===== src/rtl/fetch_stage_if.sv =====
// Instruction-memory handshake between the fetch stage and instruction memory.
// The fetch stage drives the request and address; memory answers with ready/data.
interface fetch_stage_if;
  logic        imemReq;
  logic [31:0] imemAddr;
  logic        imemReady;
  logic [31:0] imemData;

  modport master (output imemReq, output imemAddr, input imemReady, input imemData);
  modport slave  (input imemReq, input imemAddr, output imemReady, output imemData);
endinterface


===== src/rtl/fetch_stage.sv =====
// Instruction-fetch stage: computes nextPc, requests instruction memory and
// owns the IF/ID pipeline register with stall holding, redirect and flushing.
module fetch_stage #(
  parameter logic [31:0] RESET_PC = 32'h0000_0000,
  parameter int          COUNT_W  = 16
) (
  input  logic               clk,
  input  logic               reset,
  input  logic [31:0]        pc,
  input  logic               stall,
  input  logic               branchTaken,
  input  logic [31:0]        branchTarget,
  input  logic               jump,
  input  logic [31:0]        jumpTarget,
  fetch_stage_if.master      imem,
  output logic [31:0]        nextPc,
  output logic [31:0]        instrOut,
  output logic [31:0]        pcPlus4Out,
  output logic               validOut,
  output logic [COUNT_W-1:0] fetchCount
);

  typedef enum logic {FETCH, HOLD} state_e;

  state_e             state_q, state_d;
  logic [31:0]        instr_q, instr_d;
  logic [31:0]        pc4_q, pc4_d;
  logic               valid_q, valid_d;
  logic [COUNT_W-1:0] count_q, count_d;
  logic [31:0]        hold_buf_q, hold_buf_d;
  logic [31:0]        hold_pc4_q, hold_pc4_d;
  logic [31:0]        next_pc;

  logic        redirect;
  logic [31:0] redirect_target;
  logic [31:0] pc_plus4;

  // The older instruction (the branch) wins when both redirects fire.
  assign redirect        = branchTaken | jump;
  assign redirect_target = branchTaken ? branchTarget : jumpTarget;
  assign pc_plus4        = pc + 32'd4;

  // Next-state and nextPc selection: reset > redirect > delivery/stall.
  always_comb begin
    // NOTE: every signal gets a default before the branches so no path leaves
    // it unassigned; otherwise synthesis infers a latch.
    state_d    = state_q;
    instr_d    = instr_q;
    pc4_d      = pc4_q;
    valid_d    = valid_q;
    count_d    = count_q;
    hold_buf_d = hold_buf_q;
    hold_pc4_d = hold_pc4_q;
    next_pc    = pc;

    if (reset) begin
      next_pc = RESET_PC;
    end else if (redirect) begin
      // Flush IF/ID, drop any parked instruction and same-cycle memory data.
      next_pc    = redirect_target;
      valid_d    = 1'b0;
      instr_d    = 32'd0;
      hold_buf_d = 32'd0;
      hold_pc4_d = 32'd0;
      state_d    = FETCH;
    end else begin
      unique case (state_q)
        FETCH: begin
          if (imem.imemReady && !stall) begin
            instr_d = imem.imemData;
            pc4_d   = pc_plus4;
            valid_d = 1'b1;
            count_d = count_q + COUNT_W'(1);
            next_pc = pc_plus4;
          end else if (imem.imemReady) begin
            // Decode is stalled: park the word so memory is not asked again.
            hold_buf_d = imem.imemData;
            hold_pc4_d = pc_plus4;
            state_d    = HOLD;
          end else if (!stall) begin
            valid_d = 1'b0;
          end
        end
        HOLD: begin
          if (!stall) begin
            instr_d = hold_buf_q;
            pc4_d   = hold_pc4_q;
            valid_d = 1'b1;
            count_d = count_q + COUNT_W'(1);
            next_pc = hold_pc4_q;
            state_d = FETCH;
          end
        end
        default: state_d = FETCH;
      endcase
    end
  end

  // State, IF/ID register, hold buffer and counter update on the rising edge.
  always_ff @(posedge clk) begin
    // NOTE: non-blocking assignments so every flop samples pre-edge values.
    if (reset) begin
      state_q    <= FETCH;
      instr_q    <= 32'd0;
      pc4_q      <= 32'd0;
      valid_q    <= 1'b0;
      count_q    <= '0;
      // NOTE: the hold buffer is a plain register pair, not a memory array, so
      // clearing it on reset is cheap and keeps post-reset state deterministic.
      hold_buf_q <= 32'd0;
      hold_pc4_q <= 32'd0;
    end else begin
      state_q    <= state_d;
      instr_q    <= instr_d;
      pc4_q      <= pc4_d;
      valid_q    <= valid_d;
      count_q    <= count_d;
      hold_buf_q <= hold_buf_d;
      hold_pc4_q <= hold_pc4_d;
    end
  end

  assign nextPc        = next_pc;
  assign imem.imemReq  = !reset && (state_q == FETCH);
  assign imem.imemAddr = pc;
  assign instrOut      = instr_q;
  assign pcPlus4Out    = pc4_q;
  assign validOut      = valid_q;
  assign fetchCount    = count_q;

endmodule


===== src/flat_wrapper.sv =====
// flat-port wrapper written by rule: the top's interface ports become plain ports
module fetch_stage_flat 
#(
  parameter logic [31:0] RESET_PC = 32'h0000_0000,
  parameter int          COUNT_W  = 16
)
  (clk, reset, pc, stall, branchTaken, branchTarget, jump, jumpTarget, nextPc, instrOut, pcPlus4Out, validOut, fetchCount, imem_imemReq, imem_imemAddr, imem_imemReady, imem_imemData);
  fetch_stage_if imem_i ();
  input  logic clk;
  input  logic reset;
  input  logic [31:0] pc;
  input  logic stall;
  input  logic branchTaken;
  input  logic [31:0] branchTarget;
  input  logic jump;
  input  logic [31:0] jumpTarget;
  output logic [31:0] nextPc;
  output logic [31:0] instrOut;
  output logic [31:0] pcPlus4Out;
  output logic validOut;
  output logic [COUNT_W-1:0] fetchCount;
  output wire logic [$bits(imem_i.imemReq)-1:0] imem_imemReq;
  output wire logic [$bits(imem_i.imemAddr)-1:0] imem_imemAddr;
  input wire logic [$bits(imem_i.imemReady)-1:0] imem_imemReady;
  input wire logic [$bits(imem_i.imemData)-1:0] imem_imemData;
  assign imem_imemReq = imem_i.imemReq;
  assign imem_imemAddr = imem_i.imemAddr;
  assign imem_i.imemReady = imem_imemReady;
  assign imem_i.imemData = imem_imemData;
  fetch_stage #(.RESET_PC(RESET_PC), .COUNT_W(COUNT_W)) u_core (.clk(clk), .reset(reset), .pc(pc), .stall(stall), .branchTaken(branchTaken), .branchTarget(branchTarget), .jump(jump), .jumpTarget(jumpTarget), .imem(imem_i), .nextPc(nextPc), .instrOut(instrOut), .pcPlus4Out(pcPlus4Out), .validOut(validOut), .fetchCount(fetchCount));
endmodule

===== config.mk =====
export PLATFORM = sky130hd
export DESIGN_NAME = fetch_stage_flat
export DESIGN_NICKNAME = d
export VERILOG_FILES = /design/src/rtl/fetch_stage_if.sv /design/src/rtl/fetch_stage.sv /design/src/flat_wrapper.sv
export SDC_FILE = /design/constraint.sdc
export NUM_CORES = 1
export LEC_CHECK = 0
export CAP_MARGIN = 20
export CORE_MARGIN = 1
export CORE_UTILIZATION = 45
export DETAILED_ROUTE_END_ITERATION = 12
export HOLD_SLACK_MARGIN = 0.02
export MAX_ROUTING_LAYER = met4
export PLACE_DENSITY = 0.75
export SYNTH_ARGS = -nofsm -noshare
export SYNTH_HDL_FRONTEND = slang
export SYNTH_SLANG_ARGS = --single-unit

===== constraint.sdc =====
create_clock -name clk -period 3.7 [get_ports clk]
set_clock_uncertainty 0.2 [all_clocks]
set_input_delay 0.74 -clock clk [delete_from_list [all_inputs] [get_ports clk]]
set_output_delay 0.74 -clock clk [all_outputs]
set_load 0.01 [all_outputs]

== After elaboration in Yosys (flattened, before gate mapping) ==
Index checks and enable logic that the tools add are counted.

* Multiply operators: 0
* $add $sub $neg: 2
* Divide/modulo/power cells: 0
* Equality and inequality tests: 4
* $lt $le $gt $ge: 0
* Muxes and demuxes: 24
* Reduce and logical (&&, ||, !) cells: 9
* Bitwise operators: 4
* Shifts and indexed selects: 0

{| class="wikitable"
|+ Operators by type and width
! kind !! number
|-
| $mux 32 || 9
|-
| $pmux 32 s2 || 3
|-
| $add 32x3->32 const B || 1
|-
| $mux 16 || 2
|-
| $pmux 16 s2 || 1
|-
| $add 16x1->16 const B || 1
|-
| $reduce_and 3->1 || 3
|-
| $mux 1 || 7
|-
| $ne 3x2->1 const B || 2
|-
| $pmux 1 s2 || 2
|-
| $not 1->1 || 3
|-
| $logic_and 1x1->1 || 2
|-
| $logic_not 1->1 || 2
|-
| $ne 2x1->1 const B || 1
|-
| $ne 2x2->1 const B || 1
|-
| $reduce_and 2->1 || 1
|-
| $reduce_or 2->1 || 1
|-
| $or 1x1->1 || 1
|}

* RAM bits: 0
* Logic and storage cells: 50
* Input bits: 134
* Flip-flop bits (word level): 146
* Bits in read-only memories: 0
* Memories kept: 0
* Bits in latches: 0

== Logic depth before layout (Yosys ltp) ==
* Word-level depth: 6
* Mapped depth: 8
* Mapped depth without buffers: 6

== Least setup slack after synthesis ==
OpenSTA, ideal clock, no wires.

* Path kind: input to output
* Start point: in pc[20]
* End point: out nextPc[31]
* Path buffers: 2
* Setup slack: 0.412 ns
* Arrival: 2.348 ns
* Required time: 2.760 ns
* Cell stages on the path: 7
* Cells stage by stage: buf_2 nand4_4 or2_0 buf_2 or4b_1 a311oi_1 o21a_1

* Cells in the longest elaborated chain, start to end: 5

{| class="wikitable"
|+ Ends and longest elaborated chain
! element !! RTL line !! text
|-
| start: declaration || flat_wrapper.sv:11 || <nowiki>input logic [31:0] pc;</nowiki>
|-
| $add 32x3->32 || fetch_stage.sv:41 || <nowiki>assign pc_plus4 = pc + 32'd4;</nowiki>
|-
| $mux 32 || fetch_stage.sv:69 || <nowiki>if (imem.imemReady && !stall) begin</nowiki>
|-
| $pmux 32 s2 || fetch_stage.sv:67 || <nowiki>unique case (state_q)</nowiki>
|-
| $mux 32 || fetch_stage.sv:58 || <nowiki>end else if (redirect) begin</nowiki>
|-
| $mux 32 || fetch_stage.sv:56 || <nowiki>if (reset) begin</nowiki>
|-
| end: declaration || flat_wrapper.sv:17 || <nowiki>output logic [31:0] nextPc;</nowiki>
|}

Every way passes these cells.

== Worst setup path in the final report ==
* Start point: in pc[23]
* End point: out nextPc[31]

Same word-level chain as after synthesis.

==> results by group <==
Pwr
  – Pwr dens: 330.5 nW/um^2
  – Leakage: 4.985 nW
  – IR drop worst, VDD: roughly 340 uV

Detailed routing
  – WL per Instance: 20.50 um
  – Final ANT Viol Nets: 0
  – Total number of vias: 9,789
  – Final WL: 34,580 um
  – Drt pass-1 iters: 5
  – Iter 0 DRT Violations: slightly below 1,000
  – Vias/cell: between 5 and 6
  – Drt drc: 0

Die
  – Die area: 18,970 sq um
  – Num rows: 49
  – Initial core utilization: between 40% and 50%
  – Core Box Area: 18,020 sq um
  – Horiz. Die Dim: between 100 and 150 um
  – Die height: 137.7 um
  – Boundary Pins: between 200 and 300

Run
  – Max Cap Violations: 0

Timing
  – Tmin final: 3662 ps
  – Endpoints failing hold: 0
  – Slew Limit Headroom: 36.55%
  – Period utilization: 98.96%
  – Final setup viols: 0
  – Final Worst Setup Slack: about 38 ps
  – Least-Margin Pin Slew: around 950 ps
  – Fmax: 0.2731 GHz
  – Max Slew Vio Count: 0

Synth
  – Avg Cell Area, Syn: 7.725 sq um
  – Net Count, Synth: 1,209
  – Post-synth cell types: 65
  – Mapped Cells: 1,073
  – Ys flop type: dfxtp_1
  – Post-synth top cells: 146 x dfxtp_1, 140 x nand2_1, 105 x a21oi_1
  – Simple-Gate Fraction of Synth Area: 21.52%
  – Post-synthesis compound-gate area fraction: 23.41%
  – Cell with the most instances after synthesis: dfxtp_1
  – Synth Cell Area: 8289 sq um
  – Combinational family with the most area after synthesis: compound AO/OA/AOI/OAI gates
  – YS warnings: 0
  – Seq/Total Area, Yosys: between 30% and 40%
  – Post-synth EDFFs: 0
  – Post-synthesis adder-cell area fraction: 0.3019%
  – Xor-xnor portion of the synthesized cell area: under 10%
  – Async SR Flop Fraction: 0%
  – Post-synthesis mux area share: 6.581%
  – Number of synthesized register bits: 146
  – Synth top area share: 35.26%
  – Synth top area cells: dfxtp_1 35%, a21oi_1 6.3%, nand2_1 6.3%, mux2i_1 6.0%, a211oi_1 5.0%
  – Largest area contributor in the netlist: dfxtp_1

Setup path
  – CP max stage cell: or4b_4
  – CP arrival: 2720 ps
  – Crit-path cells: clkdlybuf4s50_1, nand2_1, or2_4, or4b_4, a311oi_2, o21a_1, buf_2
  – CP Class: in -> out
  – Worst Path Required: approximately 2800 ps
  – CP endpoint kind: output pin
  – Crit path max fanout: 2
  – Delay of the slowest cell on the worst path: 530 ps
  – Crit path buf inv count: 2
  – CP startpoint kind: input port
  – Delay-heaviest family, CP: simple AND/OR/NAND/NOR gates

Clock network
  – CTS tree: done
  – Clock Sinks: 146
  – Clk_lat worst skew: between 400 and 500 ps
  – Max clock buf depth: 2
  – CTS H-tree lvls: 4
  – Clock root cell: clkbuf_16
  – Clock slew at reported path FFs: 70 ps
  – CTS Hold Bufs: 0
  – CTS Buf Count: 17

Run status
  – Status: completed

Placement
  – I/O Buffers: 279
  – Hpwl dp: 25,810 um
  – DP Worst Slack: -530.6 ps
  – Placer Congestion: between 1 and 1.5
  – Cell Count Post-Placement: 1,647

Cells and area
  – Post-route insts no fill: 1,687
  – Fillers: 1,484
  – Area Overhead vs Synth: 57.28%
  – Post-layout nets: 1,581
  – Share of layout cells above drive strength 1: 20.51%
  – N_diodes: 0

Min path
  – Class of the worst hold path: reg -> reg

Global routing
  – First-pass GRT wire length: between 50,000 and 60,000 um
  – Grt total ovfl: 0
  – Pin count of the biggest net entering global routing: between 80 and 90
  – Initial antenna violation count: 0
  – Number of global-route vias before repair: between 8,000 and 9,000
  – Total GRT Usage: 36.88%
## cell families after synthesis
kind of cell             Yosys count
AND/OR/NAND/NOR                  378
AO/OA/AOI/OAI                    307
flip-flops                       146
buffers and inverters            145
multiplexers                      54
XOR/XNOR                          41
adder cells (fa/ha/maj)            2
## where the power goes
part / internal, mW / switching [mW]
combinational: 0.412 / 0.425
clock: 1.10 / 0.754
sequential: 1.60 / 0.0166
total: 3.11 / 1.20
## stage by stage
stage / util, % / cell area [sq um] / setup TNS [ps] / hold slack, ps / power [mW]
4_1_cts: 71.97 / 12970 / -63.11 / 242.6 / 4.316
2_1_floorplan: - / 8289 / 0 / 236.0 / 1.989
3_3_place_gp: 67.64 / 12190 / -11070 / 229.0 / 2.466
5_1_grt: 72.33 / 13040 / -28.65 / 263.1 / 4.447
3_5_place_dp: 67.64 / 12190 / -11260 / 234.3 / 2.469
6_report: 72.33 / 13040 / 0 / 241.1 / 4.309
## cell type report
| class | instances | area (sq um) | area share [%] |
|---|---|---|---|
| Sequential cell | 146 | 2927 | 22.45 |
| Inverter | 21 | 78.83 | 0.6046 |
| Clock inverter | 14 | 187.7 | 1.440 |
| Timing Repair Buffer | 477 | 4253 | 32.62 |
| Multi-Input combinational cell | 782 | 4866 | 37.32 |
| Clock buffer | 18 | 439.2 | 3.369 |
| Tap cell | 229 | 286.5 | 2.198 |
## routing by layer
layer / share of wire, % / vias up / GRT usage, %
li1: - / 4598 / -
met5: 0 / - / -
met2: 47 / 480 / 57.01
met4: 2.9 / 0 / 12.98
met1: 43 / 4643 / 48.31
met3: 7.4 / 68 / 6.328
## flip-flops by register name, summed over array words and instances (netlist names)
register	count
u_core.hold_pc4_q	32
u_core.state_q	1
u_core.hold_buf_q	32
u_core.instrOut	32
u_core.validOut	1
u_core.pcPlus4Out	32
u_core.fetchCount	16
## worst reg2reg max path, delay by kind of cell (launching register included)
family / cells / cell delay (ps)
AOI/OAI and AO/OA: 2 / 270
buffers and inverters: 2 / 350
DFF: 1 / 400
and+or+nand+nor: 2 / 1030
## what timing repair did
item                                    in CTS  in global routing
buffers inserted                             8                  0
cloned                                       0                  0
gates resized for setup                    122                 32
endpoints found under the setup margin      31                 25
pin swaps                                   15                 10
## cells in the final DEF, fill, tap and decap left out, drive strengths merged, types with 8 or more instances in the layout
master	netlist	layout
o22ai	15	15
a221oi	16	16
clkdlybuf4s15	0	8
and4	8	8
and3	16	16
nor4	16	16
clkbuf	56	21
nand2	140	140
clkdlybuf4s50	0	222
a31oi	10	10
nor2	91	91
o21ai	55	55
mux2i	50	50
nor3	33	33
buf	68	205
xor2	13	13
dfxtp	146	146
a211oi	55	55
dlygate4sd2	0	31
nand4	19	19
nand3	25	25
xnor2	28	28
inv	18	28
dlymetal6s2s	0	8
a21oi	105	105
## path summary, 6_finish.rpt
check                                      startpoint               endpoint  slack (ps)  cells past startpoint
worst max-delay path                           pc[23]             nextPc[31]          40                      7
worst min-delay path            u_core.pcPlus4Out[21]  u_core.pcPlus4Out[21]         240                      2
worst max register to register         u_core.state_q  u_core.fetchCount[11]        1400                      6
worst min register to register  u_core.pcPlus4Out[21]  u_core.pcPlus4Out[21]         240                      2
Power figures use the tool's default switching activity.
